### src/rtl/change_dispenser_pkg.sv
// Shared types and denomination constants for the change dispenser.
package change_pkg;

    typedef enum logic [2:0] {
        COIN_NONE     = 3'd0,
        COIN_CIRCLE   = 3'd1,
        COIN_TRIANGLE = 3'd3,
        COIN_PENTAGON = 3'd5
    } coin_t;

    typedef enum logic [1:0] {
        IDLE,
        DISPENSE,
        DONE
    } state_t;

    localparam int unsigned CIRC_VAL = 1;
    localparam int unsigned TRI_VAL  = 3;
    localparam int unsigned PENT_VAL = 5;

endpackage

### src/rtl/change_dispenser_if.sv
// Coin output handshake between the dispenser (master) and the coin mechanism (slave).
interface change_dispenser_if;
    import change_pkg::*;

    logic  coin_valid;
    coin_t coin;
    logic  coin_ready;

    modport master (output coin_valid, output coin, input coin_ready);
    modport slave  (input coin_valid, input coin, output coin_ready);

endinterface

### src/rtl/change_dispenser_coin_select.sv
// Greedy 5->3->1 coin choice from the remaining change and the current inventory.
module coin_select
    import change_pkg::*;
#(
    parameter int unsigned VAL_W = 8,
    parameter int unsigned CNT_W = 4
) (
    input  logic [VAL_W-1:0] remaining,
    input  logic [CNT_W-1:0] pent_cnt,
    input  logic [CNT_W-1:0] tri_cnt,
    input  logic [CNT_W-1:0] circ_cnt,
    output coin_t            pick,
    output logic [VAL_W-1:0] value
);

    always_comb begin
        pick  = COIN_NONE;
        value = '0;
        if (remaining >= VAL_W'(PENT_VAL) && pent_cnt != '0) begin
            pick  = COIN_PENTAGON;
            value = VAL_W'(PENT_VAL);
        end else if (remaining >= VAL_W'(TRI_VAL) && tri_cnt != '0) begin
            pick  = COIN_TRIANGLE;
            value = VAL_W'(TRI_VAL);
        end else if (remaining >= VAL_W'(CIRC_VAL) && circ_cnt != '0) begin
            pick  = COIN_CIRCLE;
            value = VAL_W'(CIRC_VAL);
        end
    end

endmodule

### src/rtl/change_dispenser.sv
// Sequential change dispenser: latches a cost/paid transaction and hands out change one coin per handshake.
// Optional CHANGE_DISPENSER_STATS_EN adds saturating txn_count/short_count outputs.
module change_dispenser
    import change_pkg::*;
#(
    parameter int unsigned VAL_W     = 8,
    parameter int unsigned CNT_W     = 4,
    parameter int unsigned MAX_COINS = 4
) (
    input  logic                clock,
    input  logic                reset,
    input  logic                start,
    input  logic [VAL_W-1:0]    cost,
    input  logic [VAL_W-1:0]    paid,
    input  logic                load_en,
    input  logic [CNT_W-1:0]    load_p,
    input  logic [CNT_W-1:0]    load_t,
    input  logic [CNT_W-1:0]    load_c,
    change_dispenser_if.master  coin_if,
    output logic                busy,
    output logic                done,
    output logic                exact_amount,
    output logic                cough_up_more,
    output logic                not_enough_change,
    output logic [VAL_W-1:0]    remaining,
    output logic [CNT_W-1:0]    pent_cnt,
    output logic [CNT_W-1:0]    tri_cnt,
    output logic [CNT_W-1:0]    circ_cnt
`ifdef CHANGE_DISPENSER_STATS_EN
    ,
    output logic [15:0]         txn_count,
    output logic [15:0]         short_count
`endif
);

    localparam int unsigned SENT_W = $clog2(MAX_COINS + 1);

    state_t            state;
    logic [SENT_W-1:0] coins_sent;
    coin_t             pick;
    logic [VAL_W-1:0]  pick_val;
    logic              coin_valid_c;

    coin_select #(
        .VAL_W (VAL_W),
        .CNT_W (CNT_W)
    ) u_coin_select (
        .remaining (remaining),
        .pent_cnt  (pent_cnt),
        .tri_cnt   (tri_cnt),
        .circ_cnt  (circ_cnt),
        .pick      (pick),
        .value     (pick_val)
    );

    // Offer is decoded straight from registers so it holds steady through a stall.
    assign coin_valid_c       = (state == DISPENSE) && (pick != COIN_NONE) &&
                                (coins_sent < SENT_W'(MAX_COINS));
    assign coin_if.coin_valid = coin_valid_c;
    assign coin_if.coin       = coin_valid_c ? pick : COIN_NONE;
    assign busy               = (state != IDLE);

    always_ff @(posedge clock) begin
        if (reset) begin
            state             <= IDLE;
            coins_sent        <= '0;
            done              <= 1'b0;
            exact_amount      <= 1'b0;
            cough_up_more     <= 1'b0;
            not_enough_change <= 1'b0;
            remaining         <= '0;
            pent_cnt          <= '0;
            tri_cnt           <= '0;
            circ_cnt          <= '0;
        end else begin
            done <= 1'b0;
            case (state)
                IDLE: begin
                    if (load_en) begin
                        pent_cnt <= load_p;
                        tri_cnt  <= load_t;
                        circ_cnt <= load_c;
                    end else if (start) begin
                        exact_amount      <= 1'b0;
                        cough_up_more     <= 1'b0;
                        not_enough_change <= 1'b0;
                        coins_sent        <= '0;
                        if (paid < cost) begin
                            cough_up_more <= 1'b1;
                            remaining     <= '0;
                            state         <= DONE;
                            done          <= 1'b1;
                        end else if (paid == cost) begin
                            exact_amount <= (paid != '0) && (cost != '0);
                            remaining    <= '0;
                            state        <= DONE;
                            done         <= 1'b1;
                        end else begin
                            remaining <= paid - cost;
                            state     <= DISPENSE;
                        end
                    end
                end
                DISPENSE: begin
                    if (coin_valid_c) begin
                        if (coin_if.coin_ready) begin
                            remaining  <= remaining - pick_val;
                            coins_sent <= coins_sent + SENT_W'(1);
                            case (pick)
                                COIN_PENTAGON: pent_cnt <= pent_cnt - CNT_W'(1);
                                COIN_TRIANGLE: tri_cnt  <= tri_cnt - CNT_W'(1);
                                COIN_CIRCLE:   circ_cnt <= circ_cnt - CNT_W'(1);
                                default: ;
                            endcase
                        end
                    end else begin
                        not_enough_change <= (remaining != '0);
                        state             <= DONE;
                        done              <= 1'b1;
                    end
                end
                DONE:    state <= IDLE;
                default: state <= IDLE;
            endcase
        end
    end

`ifdef CHANGE_DISPENSER_STATS_EN
    // Transaction statistics, saturating at all-ones.
    always_ff @(posedge clock) begin
        if (reset) begin
            txn_count   <= '0;
            short_count <= '0;
        end else if (done) begin
            if (txn_count != 16'hFFFF) begin
                txn_count <= txn_count + 16'd1;
            end
            if (not_enough_change && short_count != 16'hFFFF) begin
                short_count <= short_count + 16'd1;
            end
        end
    end
`endif

endmodule

### src/flat_wrapper.sv
// flat-port wrapper written by rule: the top's interface ports become plain ports
module change_dispenser_flat import change_pkg::*;
#(
    parameter int unsigned VAL_W     = 8,
    parameter int unsigned CNT_W     = 4,
    parameter int unsigned MAX_COINS = 4
)
  (clock, reset, start, cost, paid, load_en, load_p, load_t, load_c, busy, done, exact_amount, cough_up_more, not_enough_change, remaining, pent_cnt, tri_cnt, circ_cnt, coin_if_coin_valid, coin_if_coin, coin_if_coin_ready);
  change_dispenser_if coin_if_i ();
  input  logic clock;
  input  logic reset;
  input  logic start;
  input  logic [VAL_W-1:0] cost;
  input  logic [VAL_W-1:0] paid;
  input  logic load_en;
  input  logic [CNT_W-1:0] load_p;
  input  logic [CNT_W-1:0] load_t;
  input  logic [CNT_W-1:0] load_c;
  output logic busy;
  output logic done;
  output logic exact_amount;
  output logic cough_up_more;
  output logic not_enough_change;
  output logic [VAL_W-1:0] remaining;
  output logic [CNT_W-1:0] pent_cnt;
  output logic [CNT_W-1:0] tri_cnt;
  output logic [CNT_W-1:0] circ_cnt;
  output wire logic [$bits(coin_if_i.coin_valid)-1:0] coin_if_coin_valid;
  output wire logic [$bits(coin_if_i.coin)-1:0] coin_if_coin;
  input wire logic [$bits(coin_if_i.coin_ready)-1:0] coin_if_coin_ready;
  assign coin_if_coin_valid = coin_if_i.coin_valid;
  assign coin_if_coin = coin_if_i.coin;
  assign coin_if_i.coin_ready = coin_if_coin_ready;
  change_dispenser #(.VAL_W(VAL_W), .CNT_W(CNT_W), .MAX_COINS(MAX_COINS)) u_core (.clock(clock), .reset(reset), .start(start), .cost(cost), .paid(paid), .load_en(load_en), .load_p(load_p), .load_t(load_t), .load_c(load_c), .coin_if(coin_if_i), .busy(busy), .done(done), .exact_amount(exact_amount), .cough_up_more(cough_up_more), .not_enough_change(not_enough_change), .remaining(remaining), .pent_cnt(pent_cnt), .tri_cnt(tri_cnt), .circ_cnt(circ_cnt));
endmodule
### config.mk
export PLATFORM = sky130hd
export DESIGN_NAME = change_dispenser_flat
export DESIGN_NICKNAME = d
export VERILOG_FILES = /design/src/rtl/change_dispenser_pkg.sv /design/src/rtl/change_dispenser_if.sv /design/src/rtl/change_dispenser_coin_select.sv /design/src/rtl/change_dispenser.sv /design/src/flat_wrapper.sv
export SDC_FILE = /design/constraint.sdc
export NUM_CORES = 1
export LEC_CHECK = 0
export ABC_AREA = 1
export CAP_MARGIN = 20
export CORE_ASPECT_RATIO = 0.8
export CORE_MARGIN = 4
export CORE_UTILIZATION = 50
export DETAILED_ROUTE_END_ITERATION = 12
export HOLD_SLACK_MARGIN = 0.05
export PLACE_DENSITY = 0.79
export SYNTH_ARGS = -nofsm -noshare
export SYNTH_HDL_FRONTEND = slang
export SYNTH_HIERARCHICAL = 1
export SYNTH_SLANG_ARGS = --single-unit
### constraint.sdc
create_clock -name clock -period 3.7 [get_ports clock]
set_clock_uncertainty 0.15 [all_clocks]
set_input_delay 0.74 -clock clock [delete_from_list [all_inputs] [get_ports clock]]
set_output_delay 0.74 -clock clock [all_outputs]
set_load 0.01 [all_outputs]
# == Word-level counts from Yosys, hierarchy flattened ==
# Cells that the tools add are included.
# totals
register_bits,29
latch_bits,0
mem_bits_rw,0
rom_bits,0
in_bits,33
output_inout_bits,29
wordCells,112
mem_count,0
# op_classes
addsub,6
mul,0
div,0
order_cmp,5
eq_ne,14
shifts,0
mux,53
n_bitwise,1
reduce_logical,23
# op_table
operator,count
2-to-1 mux 4 bit,12
2-to-1 mux 8 bit,6
case mux 4 bit (2 select lines),3
nonzero test 8 bit,3
2-to-1 mux 3 bit,7
AND reduction 5 bit,4
"!= test 2 bit, second input constant",8
case mux 8 bit (2 select lines),1
2-to-1 mux 2 bit,7
2-to-1 mux 1 bit,13
nonzero test 4 bit,3
"subtractor 4 x 1 -> 4 bit, second input constant",3
== test 8 bit,1
"greater-or-equal comparator 8 x 1 -> 1 bit, second input constant",1
"greater-or-equal comparator 8 x 2 -> 1 bit, second input constant",1
"greater-or-equal comparator 8 x 3 -> 1 bit, second input constant",1
less-than comparator 8 bit,1
subtractor 8 x 3 -> 8 bit,1
subtractor 8 bit,1
logical AND 1 bit,6
case mux 3 bit (2 select lines),1
AND reduction 3 bit,2
case mux 1 bit (2 select lines),2
case mux 2 bit (2 select lines),1
12 further kinds,13

# == Logic depth before layout (Yosys ltp) ==
# Gate-level depths: netlist of run 1.
# logic_depth
ltp_word,10
ltp_mapped,17
ltp_nobuf,16

# == By module ==
# The synthesis of run 1 kept the hierarchy.
# modules_own_cells
mod,n_inst,cells_each,area_per_inst_um2,seq_area_each_um2
change_dispenser,1,413,2576.2,580.6
coin_select,1,39,232.7,0.0

# == Worst setup path before layout of run 1 ==
# OpenSTA, ideal clock, no wires.
# synth_path
kind,reg-to-output
startpoint,register u_core.remaining[1]
endpoint,output port coin_if_coin[0]
arrival_time_ns,1.554
required_ns,2.810
setup_slack_ns,1.256
stages_incl_launch_ff,10
n_path_buf,0
cell_sequence,dfxtp_1 > nor2_4 > nor2_4 > nor2_2 > nor2_2 > nor2_2 > nor3_1 > nor3_4 > inv_1 > nor2_1
# synth_via
elab_cells_between_ends,13
cone_classes,3 x order compare; 4 x mux; 6 x reduce/logical
# synth_rtl
item,line,rtl
"start, declared",change_dispenser.sv:25,"output logic [VAL_W-1:0] remaining,"
"start signal, assigned",change_dispenser.sv:99,remaining <= paid - cost;
"start signal, assigned",change_dispenser.sv:107,remaining <= remaining - pick_val;
greater-or-equal comparator 8 x 3 -> 1 bit,change_dispenser_coin_select.sv:19,if (remaining >= VAL_W'(PENT_VAL) && pent_cnt != '0) begin
logical AND 1 bit,change_dispenser_coin_select.sv:19,
2-to-1 mux 3 bit,change_dispenser_coin_select.sv:19,
via u_core.pick[2],change_dispenser.sv:40,coin_t pick;
nonzero test 3 bit,change_dispenser.sv:57,assign coin_valid_c = (state == DISPENSE) && (pick != COIN_NONE) &&
logical AND 1 bit (2 in a row),change_dispenser.sv:57,
via coin_if_coin_valid,flat_wrapper.sv:28,output wire logic [$bits(coin_if_i.coin_valid)-1:0] coin_if_coin_valid;
2-to-1 mux 3 bit,change_dispenser.sv:60,assign coin_if.coin = coin_valid_c ? pick : COIN_NONE;
"end, declared",flat_wrapper.sv:29,output wire logic [$bits(coin_if_i.coin)-1:0] coin_if_coin;
# The timed path passes the listed nets, and every way through them passes these cells.

# == Worst setup path in the final report of run 1 ==
# layout_path
startpoint,register u_core.remaining[1]
endpoint,output port coin_if_coin[0]
# layout_via
elab_cells_between_ends,13
cone_classes,3 x order compare; 4 x mux; 6 x reduce/logical
# layout_rtl
item,line
greater-or-equal comparator 8 x 3 -> 1 bit,change_dispenser_coin_select.sv:19
logical AND 1 bit,change_dispenser_coin_select.sv:19
2-to-1 mux 3 bit,change_dispenser_coin_select.sv:19
via u_core.pick[2],change_dispenser.sv:40
nonzero test 3 bit,change_dispenser.sv:57
logical AND 1 bit (2 in a row),change_dispenser.sv:57
2-to-1 mux 3 bit,change_dispenser.sv:60
# The timed path passes the listed nets, and every way through them passes these cells.

==> results of run 1 <==
## cell type report
class | instances | area (µm²) | share of cell area [%]
Clock inverter | 2 | 10.0 | 0.284
Tap cell | 78 | 97.6 | 2.77
Multi-Input combinational cell | 320 | 1790 | 50.9
Clock buffer | 6 | 72.6 | 2.06
Timing Repair Buffer | 62 | 618 | 17.5
Sequential cell | 29 | 581 | 16.5
Inverter | 93 | 352 | 9.98
## flip-flops by register name (all words and copies together), names as in the netlist
| name | cells |
|---|---|
| u_core/circ_cnt | 4 |
| u_core/pent_cnt | 4 |
| u_core/tri_cnt | 4 |
| u_core/remaining | 8 |
| u_core/exact_amount | 1 |
| u_core/not_enough_change | 1 |
| u_core/cough_up_more | 1 |
| u_core/state | 2 |
| u_core/coins_sent | 3 |
| u_core/done | 1 |
## synth_stat cells (all sizes together)
cell type,n
xor2,6
nor3,5
buf,13
nand3,30
fa,2
conb,1
o31ai,1
mux2i,3
a31oi,2
a21oi,22
ha,19
or2,1
nand4,8
nand2,118
nor2,62
a21boi,1
nand3b,1
nor4,6
dfxtp,29
xnor2,1
clkbuf,1
o21ai,27
inv,93
## layer usage
layer,global-route usage (%),share of wire [%],vias to the layer above
li1,-,-,1525
met1,27.8,50,1284
met2,32.8,44,69
met3,4.30,4.3,14
met4,6.59,1.7,0
met5,0,0,-
## worst paths after layout
| check | from | to | slack [ns] | cells after the start |
|---|---|---|---|---|
| max reg2reg | u_core/remaining[1] | u_core/remaining[6] | 1.17 | 16 |
| max | u_core/remaining[1] | coin_if_coin[0] | 0.27 | 10 |
| min reg2reg | u_core/not_enough_change | u_core/not_enough_change | 0.32 | 2 |
| min | u_core/not_enough_change | u_core/not_enough_change | 0.32 | 2 |
## power breakdown
group          switching (W)  leakage [nW]  internal, W
clock               0.000124        0.0450     0.000130
combinational       0.000427          1.56     0.000320
sequential         0.0000591         0.239     0.000357
total               0.000610          1.85     0.000807
## per-stage QoR
step / utilization (%) / power [W] / hold slack, ns / std cells / instance area (µm²)
final: 64.8 / 0.00142 / 0.318 / 590 / 3520
after global routing: 64.8 / 0.00155 / 0.372 / 590 / 3520
after CTS: 64.8 / 0.00142 / 0.321 / 590 / 3520
after detailed placement: 63.3 / 0.00116 / 0.309 / 582 / 3440
after global placement: 63.3 / 0.00114 / 0.307 / 582 / 3440
after floorplan: - / 0.000951 / 0.331 / 456 / 2820
## cells by family after synthesis
logic type / count (synthesis) / synth area share, %
adders and majority gates: 21 / 9.89
xor gates and xnor gates: 7 / 2.18
muxes: 3 / 1.07
other: 1 / 0.134
and+or+nand+nor: 231 / 38.9
buffers and inverters: 107 / 16.0
DFF: 29 / 20.7
AOI/OAI and AO/OA: 53 / 11.2
## worst register-to-register path: stages, from the launching register on
cell and delay [ns]:
dfxtp_1 0.41, nor2_4 0.18, nand2_1 0.07, o21ai_1 0.12, nand3_1 0.17, ha_1 0.27
fa_1 0.41, inv_1 0.08, nand3_1 0.06, nand2_1 0.10, nand2_1 0.08, nand2_1 0.06
nand2_1 0.04, nand3_1 0.07, nand3_1 0.08, nand2_1 0.06, inv_1 0.03
==> metrics.md, run 1 <==
| Metric | Value |
|---|---|
| Number of port buffers | 61 |
| Leakage | 1.85 nW |
| DRT Wirelength | 6930 µm |
| F_max | 292 MHz |
| GRT Total Usage | 20.4% |
| Die Y | 75.0 µm |
| DIE AREA | 6890 µm² |
| Run status | completed |
| Mapped Cells | 452 |
| Routed Antenna Nets | 0 |
| GRT overflow | 0 |
| Cell mode on critical path | nor2_2 |
| Startpoint Class | flip-flop |
| Top cell type's share of synthesized area | 20.7% |
| TritonCTS buffer count | 5 |
| Delay-heaviest family, CP | simple AND/OR/NAND/NOR gates |
| Worst-skew pair later-pin latency | 0.28 ns |
| Clock sink count | 29 |
| Largest net degree at the start of global routing | 28 |
| RSZ-0062 raised after global routing | false |
| Share of layout cells above drive strength 1 | 8.79% |
| First drt pass iteration count | 4 |
| Final WS setup | 0.272 ns |
| CP endpoint kind | output port |
| Die W | 91.8 µm |
| Cell area power density | 402 nW/µm² |
| HPWL after DPL | 5420 µm |
| Mapped Area | 2810 µm² |
| GPL Wtd Cong | 0.931 |
| First-pass GRT wire length | 11500 µm |
| Drt via density | 4.90 |
| # DRC | 0 |
| TNS Setup | 0 ns |
| CP arrival | 2.54 ns |
| Synth area leaders | dfxtp_1 (21%), nand2_1 (15%), inv_1 (12%) |
| Area grow syn2layout | 25.5% |
| Maximum vdd drop | 225 µV |
| Hold Fails Final Rpt | 0 |
| Starting Density | 51.7% |
| Worst Path Buf+Inv | 2 |
| N_diodes | 0 |
| Commonest non-fill, non-tap cell in the layout | nand2_1 |
| Hold crit path type | flip-flop to flip-flop |
| Slowest stage delay, CP | 0.55 ns |
| DR iter-0 viols | 177 |
| Clk slew on worst S/H paths | 0.07 ns |
| Via count | 2892 |
| Clk root buf | clkbuf_8 |
| Final Max Tran Viols | 0 |
| CORE AREA | 5440 µm² |
| Drt wl/cell | 11.7 µm |
| Synth area leader | dfxtp_1 |
| Initial antenna violation count | 0 |
| CTS tree | yes |
| Final setup viols | 0 |
| Hold_buf cts | 0 |
| CP Cell Sequence | nor2_4 > nor2_4 > nor2_2 > nor2_2 > nor2_2 > nor3_1 > nor3_4 > inv_1 > nor2_1 > clkdlybuf4s50_1 |
| Crit-path max FO | 7 |
| Required time worst endpoint | 2.81 ns |
| Final worst-path cycle share | 92.7% |
| DP Worst Slack | 0.601 ns |
| Nets | 565 |
| Unique masters post-synth | 39 |
| Vias in the first global route | 2645 |
| Filler Cell Count | 510 |
| Min Tclk post-route | 3.43 ns |
| Crit Path Class | flip-flop to output port |
| Synthesized area per cell | 6.21 µm² |
| Synthesized flop and latch total | 29 |
| CTS-repair resized insts | 0 |
| Deepest clock path buffer count | 2 |
| Std-Cell Rows | 24 |
| # Post-CTS Setup Buffers | 0 |
| H-tree depth | 2 |
| Maxcap violations | 0 |
| Synth warn | 6 |
| Most frequent cells in the layout | nand2_1 (112), inv_1 (88), clkdlybuf4s50_1 (61), nor2_1 (53), dfxtp_1 (29) |
| I/O pin cnt | 62 |
| Register area share after synthesis | 20.7% |
| CP max stage cell | clkdlybuf4s50_1 |
Power figures use the tool's default switching activity.
==> run 2: changes to the inputs <==
CORE_UTILIZATION = 47   (was 50)
PLACE_DENSITY = 0.78   (was 0.79)
clock period = 3 ns   (was 3.7 ns; I/O delays follow)
==> run 2 against run 1 <==
Register-to-register slack lost 0.80 ns. Largest cell class unchanged. Sequential power up 22%. First-iteration DRC count increased by 34%. Global-route usage up 0.92 points. Highest routed layer unchanged.
==> metrics.md, run 2 (same netlist as run 1, synthesis figures left out) <==
| Metric | Value |
|---|---|
| Drt wl/cell | 12.8 µm (+9.0%) |
| Maximum vdd drop | 265 µV (+18%) |
| Leakage | 1.94 nW (+5.2%) |
| GPL Wtd Cong | 0.879 (-5.6%) |
| Routed Antenna Nets | 0 (unchanged) |
| HPWL after DPL | 5830 µm (+7.5%) |
| Finished Layout Cells | 599 (+1.5%) |
| DIE AREA | 7280 µm² (+5.8%) |
| Critical Path Start | u_core/remaining[4] |
| Crit-path max FO | 5 (-2) |
| Number of port buffers | 61 (unchanged) |
| Std-Cell Rows | 24 (unchanged) |
| Final Max Tran Viols | 0 (unchanged) |
| Commonest non-fill, non-tap cell in the layout | nand2_1 |
| R2R cell count | 16 (unchanged) |
| CP max stage cell | clkdlybuf4s50_1 |
| Crit Path Class | flip-flop to output port |
| Min Tclk post-route | 2.93 ns |
| Clk slew on worst S/H paths | 0.06 ns (about the same) |
| Cells after DPL | 589 (+1.2%) |
| CP endpoint kind | output port |
| CTS tree | yes |
| I/O pin cnt | 62 (unchanged) |
| Largest Register | u_core/remaining |
| CP arrival | 2.18 ns (-0.36 ns) |
| Hold path start | u_core/not_enough_change |
| Most frequent cells in the layout | nand2_1 (112), inv_1 (88), clkdlybuf4s50_1 (58), nor2_1 (53), dfxtp_1 (25) |
| F_max | 341 MHz |
| Share of layout cells above drive strength 1 | 11.9% (+3.1 points) |
| Hold_buf cts | 0 (unchanged) |
| Crit path to | coin_if_coin_valid |
| Startpoint Class | flip-flop |
| Number of flip-flops in the largest register | 8 (unchanged) |
| Vias in the first global route | 2824 (+6.8%) |
| Setup slack, reg-to-reg | 0.37 ns (-0.80 ns) |
| Slowest stage delay, CP | 0.49 ns (-0.06 ns) |
| TritonCTS buffer count | 5 (unchanged) |
| Clk root buf | clkbuf_8 |
| Via count | 3010 (+4.1%) |
| Largest net degree at the start of global routing | 28 (unchanged) |
| Hold Fails Final Rpt | 0 (unchanged) |
| Deepest clock path buffer count | 2 (unchanged) |
| Area grow syn2layout | 30.0% |
| Die Y | 77.1 µm (+2.8%) |
| Clock sink count | 29 (unchanged) |
| R2r endpoint | u_core/remaining[6] |
| Final worst-path cycle share | 97.8% |
| CORE AREA | 5620 µm² (+3.3%) |
| Hold crit path type | flip-flop to flip-flop |
| H-tree depth | 2 (unchanged) |
| # DRC | 0 (unchanged) |
| Die W | 94.4 µm (+2.9%) |
| N_diodes | 0 (unchanged) |
| Initial antenna violation count | 0 (unchanged) |
| Worst-skew pair later-pin latency | 0.29 ns (about the same) |
| Nets | 574 (+1.6%) |
| Run status | completed |
| Cell area power density | 519 nW/µm² (+29%) |
| DRT Wirelength | 7660 µm (+11%) |
| Required time worst endpoint | 2.25 ns (-0.56 ns) |
| First drt pass iteration count | 5 (+1) |
| Final setup viols | 0 (unchanged) |
| CP Cell Sequence | nor2_4 > nand2_1 > o21ai_2 > buf_4 > nor2_4 > nor3_4 > nor3_4 > buf_4 > clkdlybuf4s50_1 |
| DR iter-0 viols | 237 (+34%) |
| Drt via density | 5.03 (+2.5%) |
| Reg2reg start | u_core/remaining[4] |
| First-pass GRT wire length | 12700 µm (+11%) |
| TNS Setup | 0 ns (unchanged) |
| GRT Total Usage | 21.4% (+0.92 points) |
| GRT overflow | 0 (unchanged) |
| Maxcap violations | 0 (unchanged) |
| Starting Density | 50.0% (-1.7 points) |
-- run 2: cell types whose count changed in the layout (fill, tap and decap cells not counted), moves of 2 or more --
cell / delta
buf_4: +9
dfxtp_1: -4
dfxtp_2: +4
clkdlybuf4s50_1: -3
nor2_2: -3
nor2_4: +3
clkbuf_8: +2
dlygate4sd2_1: +2
nand3_1: -2
nand3_2: +2
-- run 2: how the worst min path moves through the flow --
stage / slack, ns / cells after the start / end
global route: 0.37 / 2 / u_core/cough_up_more
CTS: 0.32 / 2 / u_core/not_enough_change
finish: 0.32 / 2 / u_core/not_enough_change
floorplan: 0.33 / 2 / u_core/not_enough_change
detailed placement: 0.31 / 2 / u_core/not_enough_change
global placement: 0.31 / 2 / u_core/cough_up_more
-- run 2: worst max-delay path, delay by kind of cell, from the launching register on --
kind / cells / cell delay (ns)
flops: 1 / 0.36
buf+inv: 3 / 0.81
compound gates: 1 / 0.22
simple gates: 5 / 0.51
-- run 2: stage by stage --
| stage | hold slack, ns | power, W | area, µm² | utilization, % | setup WS (ns) |
|---|---|---|---|---|---|
| after CTS | 0.324 | 0.00187 | 3630 | 64.6 | -0.00490 |
| final | 0.325 | 0.00190 | 3650 | 65.0 | 0.0661 |
| after global placement | 0.313 | 0.00143 | 3490 | 62.2 | 0.145 |
| after detailed placement | 0.306 | 0.00146 | 3490 | 62.2 | 0.0472 |
| after global routing | 0.371 | 0.00204 | 3650 | 65.0 | -0.0208 |
| after floorplan | 0.331 | 0.00117 | 2820 | - | 0.597 |
-- run 2: routing by layer --
metal	GRT usage [%]	vias up	part of all wire, %
li1	-	1534	-
met1	28.4	1355	46
met2	34.9	107	46
met3	3.72	14	6.0
met4	6.49	0	1.6
met5	0	-	0
-- run 2: where the power goes --
part	internal [W]	switching, W	total [W]
Combinational	0.000432	0.000596	0.00103
Sequential	0.000442	0.0000654	0.000508
Clock	0.000207	0.000154	0.000361
-- run 2: what timing repair did --
action                                  in CTS  in global routing
endpoints found under the setup margin       4                  2
pin swaps                                    2                  2
buffers inserted                             1                  1
gates resized for setup                      9                  5
-- run 2: area by class of cell --
class | instances | area (µm²)
clock buffers | 7 | 96.3
well taps | 78 | 97.6
fillers | 515 | 1960
inverters | 93 | 352
multi-input cells | 320 | 1830
clock inverters | 1 | 5.00
flip-flops and latches | 29 | 586
repair buffers | 71 | 686
==> run 3: changes to the inputs <==
--- a/config.mk
+++ b/config.mk
@@ -11,6 +11,5 @@
 export CORE_MARGIN = 4
-export CORE_UTILIZATION = 47
+export CORE_UTILIZATION = 25
 export DETAILED_ROUTE_END_ITERATION = 12
 export HOLD_SLACK_MARGIN = 0.05
-export PLACE_DENSITY = 0.78
 export SYNTH_ARGS = -nofsm -noshare
--- a/constraint.sdc
+++ b/constraint.sdc
@@ -4,2 +4,2 @@
 set_output_delay 0.6 -clock clock [all_outputs]
-set_load 0.01 [all_outputs]
+set_load 0.05 [all_outputs]
==> run 3 against run 2 <==
Utilization shrank 30 points. Combinational power grew 9%. Wire length is 1.7% lower. Sequential share of layout area down 0.21 points. Via count fell by 5.8%. Sequential power up 3%. Final area rose by 4.1%. Clock-buffer cell count fell by 2. First-iteration DRC count shrank 30%. Critical endpoint is now coin_if_coin[1].
==> metrics.md, run 3 (same netlist as run 1, synthesis figures left out) <==
| Metric | Value |
|---|---|
| Run status | completed |
| R2r endpoint | u_core/remaining[4] |
| Number of flip-flops in the largest register | 8 (unchanged) |
| Most frequent cells in the layout | nand2_1 (112), inv_1 (88), clkdlybuf4s50_1 (57), nor2_1 (51), nand3_1 (26) |
| Delay-heaviest family, CP | simple AND/OR/NAND/NOR gates |
| CP endpoint kind | output port |
| Drt via density | 4.32 (-14%) |
| Maximum vdd drop | 314 µV (+18%) |
| DP Area | 3610 µm² (+3.3%) |
| Commonest non-fill, non-tap cell in the layout | nand2_1 |
| Starting Density | 25.7% (-24 points) |
| Required time worst endpoint | 2.25 ns (about the same) |
| Worst slew margin | 64.6% |
| Finished Layout Cells | 657 (+9.7%) |
| Register area | 602 µm² (+2.8%) |
| Crit path to | coin_if_coin[1] |
| Routed Antenna Nets | 0 (unchanged) |
| Clk root buf | clkbuf_16 |
| F_max | 350 MHz (+2.8%) |
| DRT Wirelength | 7530 µm (-1.7%) |
| Startpoint Class | flip-flop |
| Die W | 127 µm (+34%) |
| CP max stage cell | nor3_1 |
| Std-Cell Rows | 34 (+42%) |
| Area grow syn2layout | 35.4% |
| HPWL after DPL | 6130 µm (+5.1%) |
| Min Hold Slack | 0.325 ns (-0.0000670 ns) |
| DIE AREA | 13000 µm² (+79%) |
| Via count | 2836 (-5.8%) |
| Area of the multi-input gates | 1810 µm² (-0.89%) |
| CORE AREA | 10900 µm² (+95%) |
| First-pass GRT wire length | 12700 µm (-0.54%) |
| Maxcap violations | 0 (unchanged) |
| Min Tclk post-route | 2.85 ns (-0.0789 ns) |
| I/O pin cnt | 62 (unchanged) |
| Nets | 566 (-1.4%) |
| Clk slew on worst S/H paths | 0.05 ns (about the same) |
| R2R cell count | 13 (-3) |
| Hold crit path type | flip-flop to flip-flop |
| Clock sink count | 29 (unchanged) |
| Largest net degree at the start of global routing | 28 (unchanged) |
| DR iter-0 viols | 167 (-30%) |
| H-tree depth | 2 (unchanged) |
| CTS tree | yes |
| TNS Setup | 0 ns (unchanged) |
| Deepest clock path buffer count | 2 (unchanged) |
| Die Y | 103 µm (+33%) |
| GRT Total Usage | 11.7% (-9.7 points) |
| Hold Fails Final Rpt | 0 (unchanged) |
| RSZ-0062 raised after global routing | false |
| N_diodes | 0 (unchanged) |
| Cells after DPL | 649 (+10%) |
| Reg2reg start | u_core/remaining[4] |
| Final setup viols | 0 (unchanged) |
| Final Util | 34.8% (-30 points) |
| Worst Path Buf+Inv | 3 (unchanged) |
| CP Cell Sequence | nor2_4 > nand2_1 > o21ai_2 > nand3_1 > nor3_1 > nor3_4 > buf_4 > nand2_1 > inv_1 > buf_12 |
| # DRC | 0 (unchanged) |
| GPL Wtd Cong | 0.854 (-2.9%) |
| Slew @ Worst Pin | 0.530 ns |
| WP depth | 10 (+1) |
| GRT overflow | 0 (unchanged) |
| Slowest stage delay, CP | 0.38 ns (-0.11 ns) |
| Share of layout cells above drive strength 1 | 13.6% (+1.7 points) |
| CP arrival | 2.10 ns (-0.08 ns) |
| Leakage | 1.93 nW (-0.81%) |
| First drt pass iteration count | 4 (-1) |
| Initial antenna violation count | 0 (unchanged) |
| TritonCTS buffer count | 5 (unchanged) |
| Setup slack, reg-to-reg | 0.34 ns (-0.03 ns) |
| Cell mode on critical path | nand2_1 |
| Fin area | 3800 µm² (+4.1%) |
| Final worst-path cycle share | 95.2% (-2.6 points) |
| Critical Path Start | u_core/remaining[4] |
| Largest Register | u_core/remaining |
| Number of port buffers | 61 (unchanged) |
| Vias in the first global route | 2653 (-6.1%) |
| Crit-path max FO | 5 (unchanged) |
| Final Max Tran Viols | 0 (unchanged) |
| Worst-skew pair later-pin latency | 0.27 ns (-0.02 ns) |
| Filler Cell Count | 1150 (+120%) |
| Crit Path Class | flip-flop to output port |
| Cell area power density | 603 nW/µm² (+16%) |
| Drt wl/cell | 11.5 µm (-10%) |
[run 3: cell types whose count changed in the layout (fill, tap and decap cells not counted), sizes merged]
cell           delta
bufinv            +2
clkbuf            -2
clkdlybuf4s50     -1
dlymetal6s2s      -1
buf               -4
dlygate4sd2       -2
[run 3: per-stage QoR]
step | power, W | worst slack (ns)
floorplan | 0.00136 | 0.00596
global placement | 0.00162 | 0.131
detailed placement | 0.00165 | 0.0185
CTS | 0.00231 | 0.112
global route | 0.00246 | 0.0322
finish | 0.00229 | 0.145
[run 3: tightest hold or removal path: stages, from the launching register on]
cell,delay (ns)
dfxtp_1,0.31
nand2_1,0.06
a21oi_1,0.05
[run 3: layer usage]
layer	vias up	global-route usage (%)	routed length, µm
met3	5	2.07	466
li1	1526	-	-
met5	-	0	0
met1	1243	16.2	3650
met4	0	2.47	66
met2	62	19.2	3340
[run 3: area by class of cell]
class | count | share of cell area [%]
Multi-Input combinational cell | 320 | 47.7
Timing Repair Buffer | 63 | 17.5
Sequential cell | 29 | 15.8
Inverter | 93 | 9.24
Tap cell | 144 | 4.74
Clock buffer | 5 | 3.29
Clock inverter | 3 | 1.71
[run 3: timing repair]
item,CTS,global route
endpoints found under the setup margin,0,2
gates resized for setup,0,1
hold buffers,0,0
setup buffers,0,0
[run 3: worst min path at each step]
stage | startpoint | end | depth (start not counted)
finish | u_core/cough_up_more | u_core/cough_up_more | 2
global route | u_core/exact_amount | u_core/exact_amount | 2
CTS | u_core/not_enough_change | u_core/not_enough_change | 2
detailed placement | u_core/not_enough_change | u_core/not_enough_change | 2
global placement | u_core/not_enough_change | u_core/not_enough_change | 2
floorplan | u_core/coins_sent[0] | u_core/coins_sent[0] | 2
[run 3: where the power goes]
part	internal, W	leakage, nW	total, W	switching, W
sequential	0.000450	0.245	0.000525	0.0000755
combinational	0.000408	1.59	0.00112	0.000711
clock	0.000474	0.0938	0.000650	0.000177
total	0.00133	1.93	0.00229	0.000963
